$ cat config.mk
export PLATFORM = sky130hd
export DESIGN_NAME = hazard_fwd_unit_flat
export DESIGN_NICKNAME = d
export VERILOG_FILES = /design/src/rtl/hazard_fwd_if.sv /design/src/rtl/hazard_fwd_unit.sv /design/src/flat_wrapper.sv
export SDC_FILE = /design/constraint.sdc
export NUM_CORES = 1
export LEC_CHECK = 0
export ABC_CLOCK_PERIOD_IN_PS = 3600
export CAP_MARGIN = 30
export CORE_ASPECT_RATIO = 2
export CORE_MARGIN = 1
export CORE_UTILIZATION = 50
export DETAILED_ROUTE_END_ITERATION = 7
export GPL_TIMING_DRIVEN = 0
export MAX_ROUTING_LAYER = met4
export PLACE_DENSITY = 0.8
export SLEW_MARGIN = 20
export SYNTH_ARGS = -nofsm -noshare
export SYNTH_HDL_FRONTEND = slang
export SYNTH_SLANG_ARGS = --single-unit
$ cat constraint.sdc
create_clock -name clk -period 3.6 [get_ports clk]
set_input_delay 0.54 -clock clk [delete_from_list [all_inputs] [get_ports clk]]
set_output_delay 0.54 -clock clk [all_outputs]
set_load 0.02 [all_outputs]
$ cat src/rtl/hazard_fwd_if.sv
// Issue-side bundle between decode and the hazard/forwarding unit.
// The master is the decode stage; the slave is the hazard unit.
interface hazard_fwd_if #(
    parameter int unsigned REG_W     = 5,
    parameter int unsigned FWD_DEPTH = 3,
    parameter int unsigned CNT_W     = 16
);
    localparam int unsigned SEL_W = $clog2(FWD_DEPTH + 1);

    logic             issue_valid;
    logic [REG_W-1:0] issue_rs;
    logic [REG_W-1:0] issue_rt;
    logic             issue_use_rs;
    logic             issue_use_rt;
    logic             issue_wr_en;
    logic [REG_W-1:0] issue_wr_reg;
    logic             issue_is_load;
    logic             branch_taken;
    logic             ext_stall;
    logic [SEL_W-1:0] fwd_sel_a;
    logic [SEL_W-1:0] fwd_sel_b;
    logic             stall;
    logic             flush;
    logic [CNT_W-1:0] stall_count;

    modport master (
        output issue_valid, issue_rs, issue_rt, issue_use_rs, issue_use_rt, issue_wr_en,
        output issue_wr_reg, issue_is_load, branch_taken, ext_stall,
        input  fwd_sel_a, fwd_sel_b, stall, flush, stall_count
    );

    modport slave (
        input  issue_valid, issue_rs, issue_rt, issue_use_rs, issue_use_rt, issue_wr_en,
        input  issue_wr_reg, issue_is_load, branch_taken, ext_stall,
        output fwd_sel_a, fwd_sel_b, stall, flush, stall_count
    );
endinterface

$ cat src/rtl/hazard_fwd_unit.sv
// Forwarding and interlock unit: scoreboard of the last FWD_DEPTH issued writers,
// per-operand forwarding selects, load-use stalls, branch flushes and a stall counter.
module hazard_fwd_unit #(
    parameter int unsigned REG_W     = 5,
    parameter int unsigned FWD_DEPTH = 3,
    parameter int unsigned LOAD_LAT  = 1,
    parameter int unsigned CNT_W     = 16
) (
    input logic        clk,
    input logic        rst_n,
    hazard_fwd_if.slave bus
);
    localparam int unsigned SEL_W = $clog2(FWD_DEPTH + 1);

    // Entry k holds the instruction issued k advancing cycles ago.
    logic [FWD_DEPTH:1]            ent_v_q;
    logic [FWD_DEPTH:1][REG_W-1:0] ent_reg_q;
    logic [FWD_DEPTH:1]            ent_load_q;
    logic [CNT_W-1:0]              cnt_q;

    logic [SEL_W-1:0] sel_a, sel_b;
    logic             haz_a, haz_b;
    logic             stall_raw, flush_raw;

    // Scan oldest to youngest so the youngest match overwrites older ones.
    always_comb begin
        sel_a = '0;
        sel_b = '0;
        haz_a = 1'b0;
        haz_b = 1'b0;
        for (int k = int'(FWD_DEPTH); k >= 1; k--) begin
            if (ent_v_q[k] && ent_reg_q[k] == bus.issue_rs && bus.issue_rs != '0) begin
                sel_a = SEL_W'(k);
                haz_a = ent_load_q[k] && (k <= int'(LOAD_LAT));
            end
            if (ent_v_q[k] && ent_reg_q[k] == bus.issue_rt && bus.issue_rt != '0) begin
                sel_b = SEL_W'(k);
                haz_b = ent_load_q[k] && (k <= int'(LOAD_LAT));
            end
        end
        if (!bus.issue_use_rs) begin
            sel_a = '0;
            haz_a = 1'b0;
        end
        if (!bus.issue_use_rt) begin
            sel_b = '0;
            haz_b = 1'b0;
        end
    end

    assign stall_raw = bus.issue_valid & (haz_a | haz_b) & ~bus.branch_taken & ~bus.ext_stall;
    assign flush_raw = bus.branch_taken & ~bus.ext_stall;

    always_ff @(posedge clk or negedge rst_n) begin
        if (!rst_n) begin
            ent_v_q    <= '0;
            ent_reg_q  <= '0;
            ent_load_q <= '0;
        end else if (!bus.ext_stall) begin
            for (int k = int'(FWD_DEPTH); k >= 2; k--) begin
                ent_v_q[k]    <= ent_v_q[k-1];
                ent_reg_q[k]  <= ent_reg_q[k-1];
                ent_load_q[k] <= ent_load_q[k-1];
            end
            // A stalled or flushed issue enters as a bubble.
            ent_v_q[1]    <= bus.issue_valid & bus.issue_wr_en & ~stall_raw & ~flush_raw;
            ent_reg_q[1]  <= bus.issue_wr_reg;
            ent_load_q[1] <= bus.issue_is_load;
        end
    end

    always_ff @(posedge clk or negedge rst_n) begin
        if (!rst_n) begin
            cnt_q <= '0;
        end else if (stall_raw && cnt_q != '1) begin
            cnt_q <= cnt_q + 1'b1;
        end
    end

    assign bus.fwd_sel_a   = rst_n ? sel_a : '0;
    assign bus.fwd_sel_b   = rst_n ? sel_b : '0;
    assign bus.stall       = rst_n & stall_raw;
    assign bus.flush       = rst_n & flush_raw;
    assign bus.stall_count = cnt_q;
endmodule

$ cat src/flat_wrapper.sv
// flat-port wrapper written by rule: the top's interface ports become plain ports
module hazard_fwd_unit_flat 
#(
    parameter int unsigned REG_W     = 5,
    parameter int unsigned FWD_DEPTH = 3,
    parameter int unsigned LOAD_LAT  = 1,
    parameter int unsigned CNT_W     = 16
)
  (clk, rst_n, bus_issue_valid, bus_issue_rs, bus_issue_rt, bus_issue_use_rs, bus_issue_use_rt, bus_issue_wr_en, bus_issue_wr_reg, bus_issue_is_load, bus_branch_taken, bus_ext_stall, bus_fwd_sel_a, bus_fwd_sel_b, bus_stall, bus_flush, bus_stall_count);
  hazard_fwd_if #(.REG_W(REG_W), .FWD_DEPTH(FWD_DEPTH), .CNT_W(CNT_W)) bus_i ();
  input logic clk;
  input logic rst_n;
  input wire logic [$bits(bus_i.issue_valid)-1:0] bus_issue_valid;
  input wire logic [$bits(bus_i.issue_rs)-1:0] bus_issue_rs;
  input wire logic [$bits(bus_i.issue_rt)-1:0] bus_issue_rt;
  input wire logic [$bits(bus_i.issue_use_rs)-1:0] bus_issue_use_rs;
  input wire logic [$bits(bus_i.issue_use_rt)-1:0] bus_issue_use_rt;
  input wire logic [$bits(bus_i.issue_wr_en)-1:0] bus_issue_wr_en;
  input wire logic [$bits(bus_i.issue_wr_reg)-1:0] bus_issue_wr_reg;
  input wire logic [$bits(bus_i.issue_is_load)-1:0] bus_issue_is_load;
  input wire logic [$bits(bus_i.branch_taken)-1:0] bus_branch_taken;
  input wire logic [$bits(bus_i.ext_stall)-1:0] bus_ext_stall;
  output wire logic [$bits(bus_i.fwd_sel_a)-1:0] bus_fwd_sel_a;
  output wire logic [$bits(bus_i.fwd_sel_b)-1:0] bus_fwd_sel_b;
  output wire logic [$bits(bus_i.stall)-1:0] bus_stall;
  output wire logic [$bits(bus_i.flush)-1:0] bus_flush;
  output wire logic [$bits(bus_i.stall_count)-1:0] bus_stall_count;
  assign bus_i.issue_valid = bus_issue_valid;
  assign bus_i.issue_rs = bus_issue_rs;
  assign bus_i.issue_rt = bus_issue_rt;
  assign bus_i.issue_use_rs = bus_issue_use_rs;
  assign bus_i.issue_use_rt = bus_issue_use_rt;
  assign bus_i.issue_wr_en = bus_issue_wr_en;
  assign bus_i.issue_wr_reg = bus_issue_wr_reg;
  assign bus_i.issue_is_load = bus_issue_is_load;
  assign bus_i.branch_taken = bus_branch_taken;
  assign bus_i.ext_stall = bus_ext_stall;
  assign bus_fwd_sel_a = bus_i.fwd_sel_a;
  assign bus_fwd_sel_b = bus_i.fwd_sel_b;
  assign bus_stall = bus_i.stall;
  assign bus_flush = bus_i.flush;
  assign bus_stall_count = bus_i.stall_count;
  hazard_fwd_unit #(.REG_W(REG_W), .FWD_DEPTH(FWD_DEPTH), .LOAD_LAT(LOAD_LAT), .CNT_W(CNT_W)) u_core (.clk(clk), .rst_n(rst_n), .bus(bus_i));
endmodule
=== Yosys cells after proc, flatten, opt, wreduce, memory -nomap -nowiden ===
Index checks and enable logic that the tools add are counted.

* Bitwise operators: 14
* Mux-type cells: 14
* Add/sub/neg operators: 1
* Reductions and logical operators: 15
* Eq/ne operators: 7

{| class="wikitable"
|+ Operators with widths
! cell !! count
|-
| $eq A5 B5 Y1 || 6
|-
| $mux W2 || 10
|-
| $add A16 B1 Y16 const B || 1
|-
| $ne A16 B16 Y1 const B || 1
|-
| $logic_and A1 B1 Y1 || 13
|-
| $reduce_bool A5 Y1 || 2
|-
| $and A1 B1 Y1 || 9
|-
| $mux W1 || 4
|-
| $not A1 Y1 || 4
|-
| $or A1 B1 Y1 || 1
|}

* Logic and storage cells: 57
* Input port bits: 24
* Register bits: 35

=== Logic depth before layout (Yosys ltp) ===
Gate-level depths: netlist of the first run.

* Depth in word-level cells: 12
* Depth in mapped cells: 8
* Gate-level depth less buffers: 7

=== Worst setup path before layout of the first run ===
OpenSTA, ideal clock, no wires.

* Path kind: input -> output
* From: input bus_issue_rs[1]
* To: output bus_stall
* Path buffers: 2
* Path slack: 1047 ps
* Required time: 3060 ps
* Stages: 7
* Arrival: 2013 ps
* Path through: or4_1 nor2_2 nor4_2 a22o_1 buf_6 buf_8 and3_1

* Cells in the longest elaborated chain, start to end: 10

{| class="wikitable"
|+ RTL lines
! item !! line !! RTL
|-
| from (decl) || flat_wrapper.sv:14 || <nowiki>input wire logic [$bits(bus_i.issue_rs)-1:0] bus_issue_rs;</nowiki>
|-
| $eq A5 B5 Y1 || hazard_fwd_unit.sv:32 || <nowiki>if (ent_v_q[k] && ent_reg_q[k] == bus.issue_rs && bus.issue_rs != '0) begin</nowiki>
|-
| $logic_and A1 B1 Y1 || hazard_fwd_unit.sv:32 ||
|-
| $logic_and A1 B1 Y1 * || hazard_fwd_unit.sv:32 ||
|-
| $mux W1 * || hazard_fwd_unit.sv:32 ||
|-
| $mux W1 * || hazard_fwd_unit.sv:41 || <nowiki>if (!bus.issue_use_rs) begin</nowiki>
|-
| $or A1 B1 Y1 * || hazard_fwd_unit.sv:51 || <nowiki>assign stall_raw = bus.issue_valid & (haz_a | haz_b) & ~bus.branch_taken & ~bus.ext_stall;</nowiki>
|-
| $and A1 B1 Y1 * (3 in series) || hazard_fwd_unit.sv:51 ||
|-
| $and A1 B1 Y1 * || hazard_fwd_unit.sv:82 || <nowiki>assign bus.stall = rst_n & stall_raw;</nowiki>
|-
| to (decl) || flat_wrapper.sv:25 || <nowiki>output wire logic [$bits(bus_i.stall)-1:0] bus_stall;</nowiki>
|}

Every way passes the cells marked *; elsewhere a longest branch is shown, timed or not.

=== Final worst setup path of the first run ===
* From: input bus_issue_rs[2]
* To: output bus_stall

The elaborated chain is that of the path after synthesis.

==> flow_summary.toml, run 1 <==
[outcome]
status = "finished clean"

[detailed_routing]
wl_per_cell_um = 16.7
drt_iter0_drc = 39
antenna_left = 0
drc = 0
routed_wl_mm = 4.75
vias_per_cell = 5.57
vias = 1588
drt_first_pass_iters = 4

[timing]
setup_viol = 0
slew_headroom = 0.563
fmax_ghz = 0.289
finalWorstSetupSlack_ns = 0.142
worstMarginPinSlew_ns = 0.650
min_period_ns = 3.46
finClkSkew_ns = 0.00569
rsz0062_at_grt = "no"
maxSlewViolCount = 0
finalCritPeriodShare = 0.961
hold_viol = 0
timing.hold.ws_ns = 0.128

[clock_tree]
cts.sinks = 35
cts-resized-gates = 3
hold_buffers = 0
cts_root_buf = "clkbuf_8"
cts_inserted_buffers = 5
cts_tree = "done"
clkSlewWorstSetupHoldPaths_ns = 0.07
post_cts_buffers = 0
clk_latency_ns = 0.28
htreeDepth = 2
clk_path_buf_depth = 2

[critical_path]
endpoint_kind = "output pin"
cp_slowest_stage_delay_ns = 0.55
crit_fanout = 10
cp.arrival_ns = 2.92
cp.buffers_inverters = 4
r2r_end = "u_core.bus.stall_count[1]"
path_delay_family = "buffers and inverters"
crit_slowest_cell = "or4_1"
crit_chain = "clkdlybuf4s50_1, or4_1, nor2_2, nor4_2, a22o_1, buf_6, buf_8, and3_1, dlygate4sd2_1"
worstSetupPathType = "input pin to output pin"
critical_path_required_ns = 3.06
reg2regPathDepth = 7
start_kind = "input pin"
r2r_start = "u_core.bus.stall_count[0]"
r2r_setup_slack_ns = 1.32

[placement]
portBuffers = 45
post-place-ws_ns = -0.160
dpl_cell_area_mm2 = 0.00253
dpl.hpwl_mm = 3.65
place.gp.congestion = 0.804

[global_routing]
grt_overflow_total = 0
track_usage = 0.257
met3_usage = 0.0338
first_global_vias = 1732
met1_usage = 0.239
met2_usage = 0.476
grt_pass1_wl_mm = 7.67
busiest_layer = "met2"
grt_max_degree = 29
grt_antenna_before_repair = 0

[finish]
fin_area_mm2 = 0.00262
final_util = 0.683
antenna_cells = 0
drive_gt1_frac = 0.175
area_growth_pct = 31.2
nets = 259

[floorplan]
die_h_um = 91.4
die_area_mm2 = 0.00427
die_w_um = 46.7
rows = 32
coreArea_mm2 = 0.00384
num_io_pins = 46
initial_core_util = 0.520

[power_and_ir_drop]
switching_share = 0.260
p_leak_nw = 1.01
netSwitchingPower_mw = 0.232
seq_power_share = 0.516
power_density_mw_per_mm2 = 340
p_comb_frac = 0.165
peakVddDrop_uv = 332
p_clk_frac = 0.319
p_int_mw = 0.660

[synth]
yosysSeqAreaShare = 0.438
syn_area_mm2 = 0.00200
yosysWarnings = 0
syn_inst = 181
synth_seq_cells = 35
synth_nets = 206
synth_cell_types = 31
synth.avg_cell_area_um2 = 11.0

[run]
cap_violations = 0

[worst_hold_path]
hold_class = "input pin to asynchronous set/reset pin"
power by group through the flow:
stage,logic (mW),registers [mW],clock network (mW)
floorplan,0.0896,0.457,0
global placement,0.143,0.466,0
detailed placement,0.148,0.468,0
CTS,0.149,0.460,0.294
global route,0.163,0.464,0.307
finish,0.148,0.460,0.284
worst max path at each step:
stage | slack (ns) | cells after the start | start | endpoint
2_1_floorplan | 1.05 | 7 | bus_issue_rs[1] | bus_stall
3_3_place_gp | -0.25 | 4 | rst_n | bus_fwd_sel_a[1]
3_5_place_dp | -0.16 | 9 | bus_issue_rt[2] | bus_stall
4_1_cts | 0.15 | 9 | bus_issue_rs[2] | bus_stall
5_1_grt | 0.08 | 9 | bus_issue_rs[2] | bus_stall
6_report | 0.14 | 9 | bus_issue_rs[2] | bus_stall
registers in the layout (all words and copies together) (netlist names):
| register | flops |
|---|---|
| u_core.ent_reg_q | 15 |
| u_core.ent_v_q | 3 |
| u_core.ent_load_q | 1 |
| u_core.bus.stall_count | 16 |
layer usage:
layer / vias up / wire, um / part of all wire
met2: 60 / 2710 / 0.57
met3: 17 / 182 / 0.038
met4: 0 / 180 / 0.038
met1: 755 / 1680 / 0.35
met5: - / 0 / 0
li1: 756 / - / -
cell type report:
cell class | instances | area [um2]
Buffer | 6 | 42.5
Clock buffer | 6 | 82.6
Clock inverter | 1 | 5.00
Fill cell | 322 | 1220
Inverter | 3 | 11.3
Multi-Input combinational cell | 137 | 1080
Sequential cell | 35 | 876
Tap cell | 51 | 63.8
Timing Repair Buffer | 46 | 464
Yosys cell counts:
library cell	count	area [um2]
nand3_1	6	30.0
nand4_1	15	93.8
a41oi_1	1	8.76
or4_1	2	15.0
buf_6	1	11.3
buf_2	1	5.00
nor2_2	1	6.26
nor2_1	10	37.5
xor2_1	12	105
a21oi_1	3	15.0
nand2_1	7	26.3
nor4_1	6	37.5
nand3_2	2	20.0
nand2b_1	1	6.26
nor3_1	2	10.0
and2_0	1	6.26
a22o_1	1	8.76
and3_1	5	31.3
nand4_2	3	37.5
buf_8	1	15.0
and4_1	3	26.3
ha_1	1	12.5
nand4b_1	1	8.76
dfrtp_1	35	876
mux2_2	20	225
nor4_2	1	12.5
nor3b_1	1	7.51
xnor2_1	31	272
inv_1	3	11.3
a32o_1	1	10.0
clkbuf_1	3	11.3
stage by stage:
stage | std cells | total power, mW | TNS (ns)
floorplan | 181 | 0.546 | 0
global placement | 277 | 0.609 | -0.929
detailed placement | 278 | 0.616 | -0.160
CTS | 285 | 0.904 | 0
global route | 285 | 0.934 | 0
finish | 285 | 0.892 | 0
worst reg2reg max path: stages, from the launching register on:
cell and delay (ns):
dfrtp_1 0.42, ha_1 0.20, nand2_1 0.10, nor4_1 0.57, nand4_1 0.19, buf_2 0.23
nand3_2 0.12, mux2_2 0.33
cell families after synthesis:
logic type,share of synthesized area
xor gates and xnor gates,0.188
and+or+nand+nor,0.207
adders and majority gates,0.00626
DFF,0.438
muxes,0.113
buffers and inverters,0.0269
AOI/OAI and AO/OA,0.0213
placed cells by master (no fill, tap or decap), types with 3 or more instances in the layout:
cell             Yosys  layout
clkdlybuf4s50_1      0      43
dfrtp_1             35      35
xnor2_1             31      31
mux2_2              20      20
nand4_1             15      15
xor2_1              12      12
nor2_1              10       9
nand2_1              7       7
nand3_1              6       6
clkbuf_8             0       6
nor4_1               6       5
and3_1               5       5
inv_1                3       3
a21oi_1              3       3
clkbuf_1             3       3
and4_1               3       3
nand4_2              3       3
Power figures use the tool's default switching activity.
==> run 2: changes to the inputs <==
Settings changed: CTS_BUF_LIST set to sky130_fd_sc_hd__clkbuf_4 sky130_fd_sc_hd__clkbuf_8.
==> results of run 2 <==
Final layout, timing and power as in run 1 (identical DEF).
==> run 3: changes to the inputs <==
Settings changed: CAP_MARGIN 30 to not set.
==> results of run 3 <==
Final layout, timing and power as in run 1 (identical DEF).
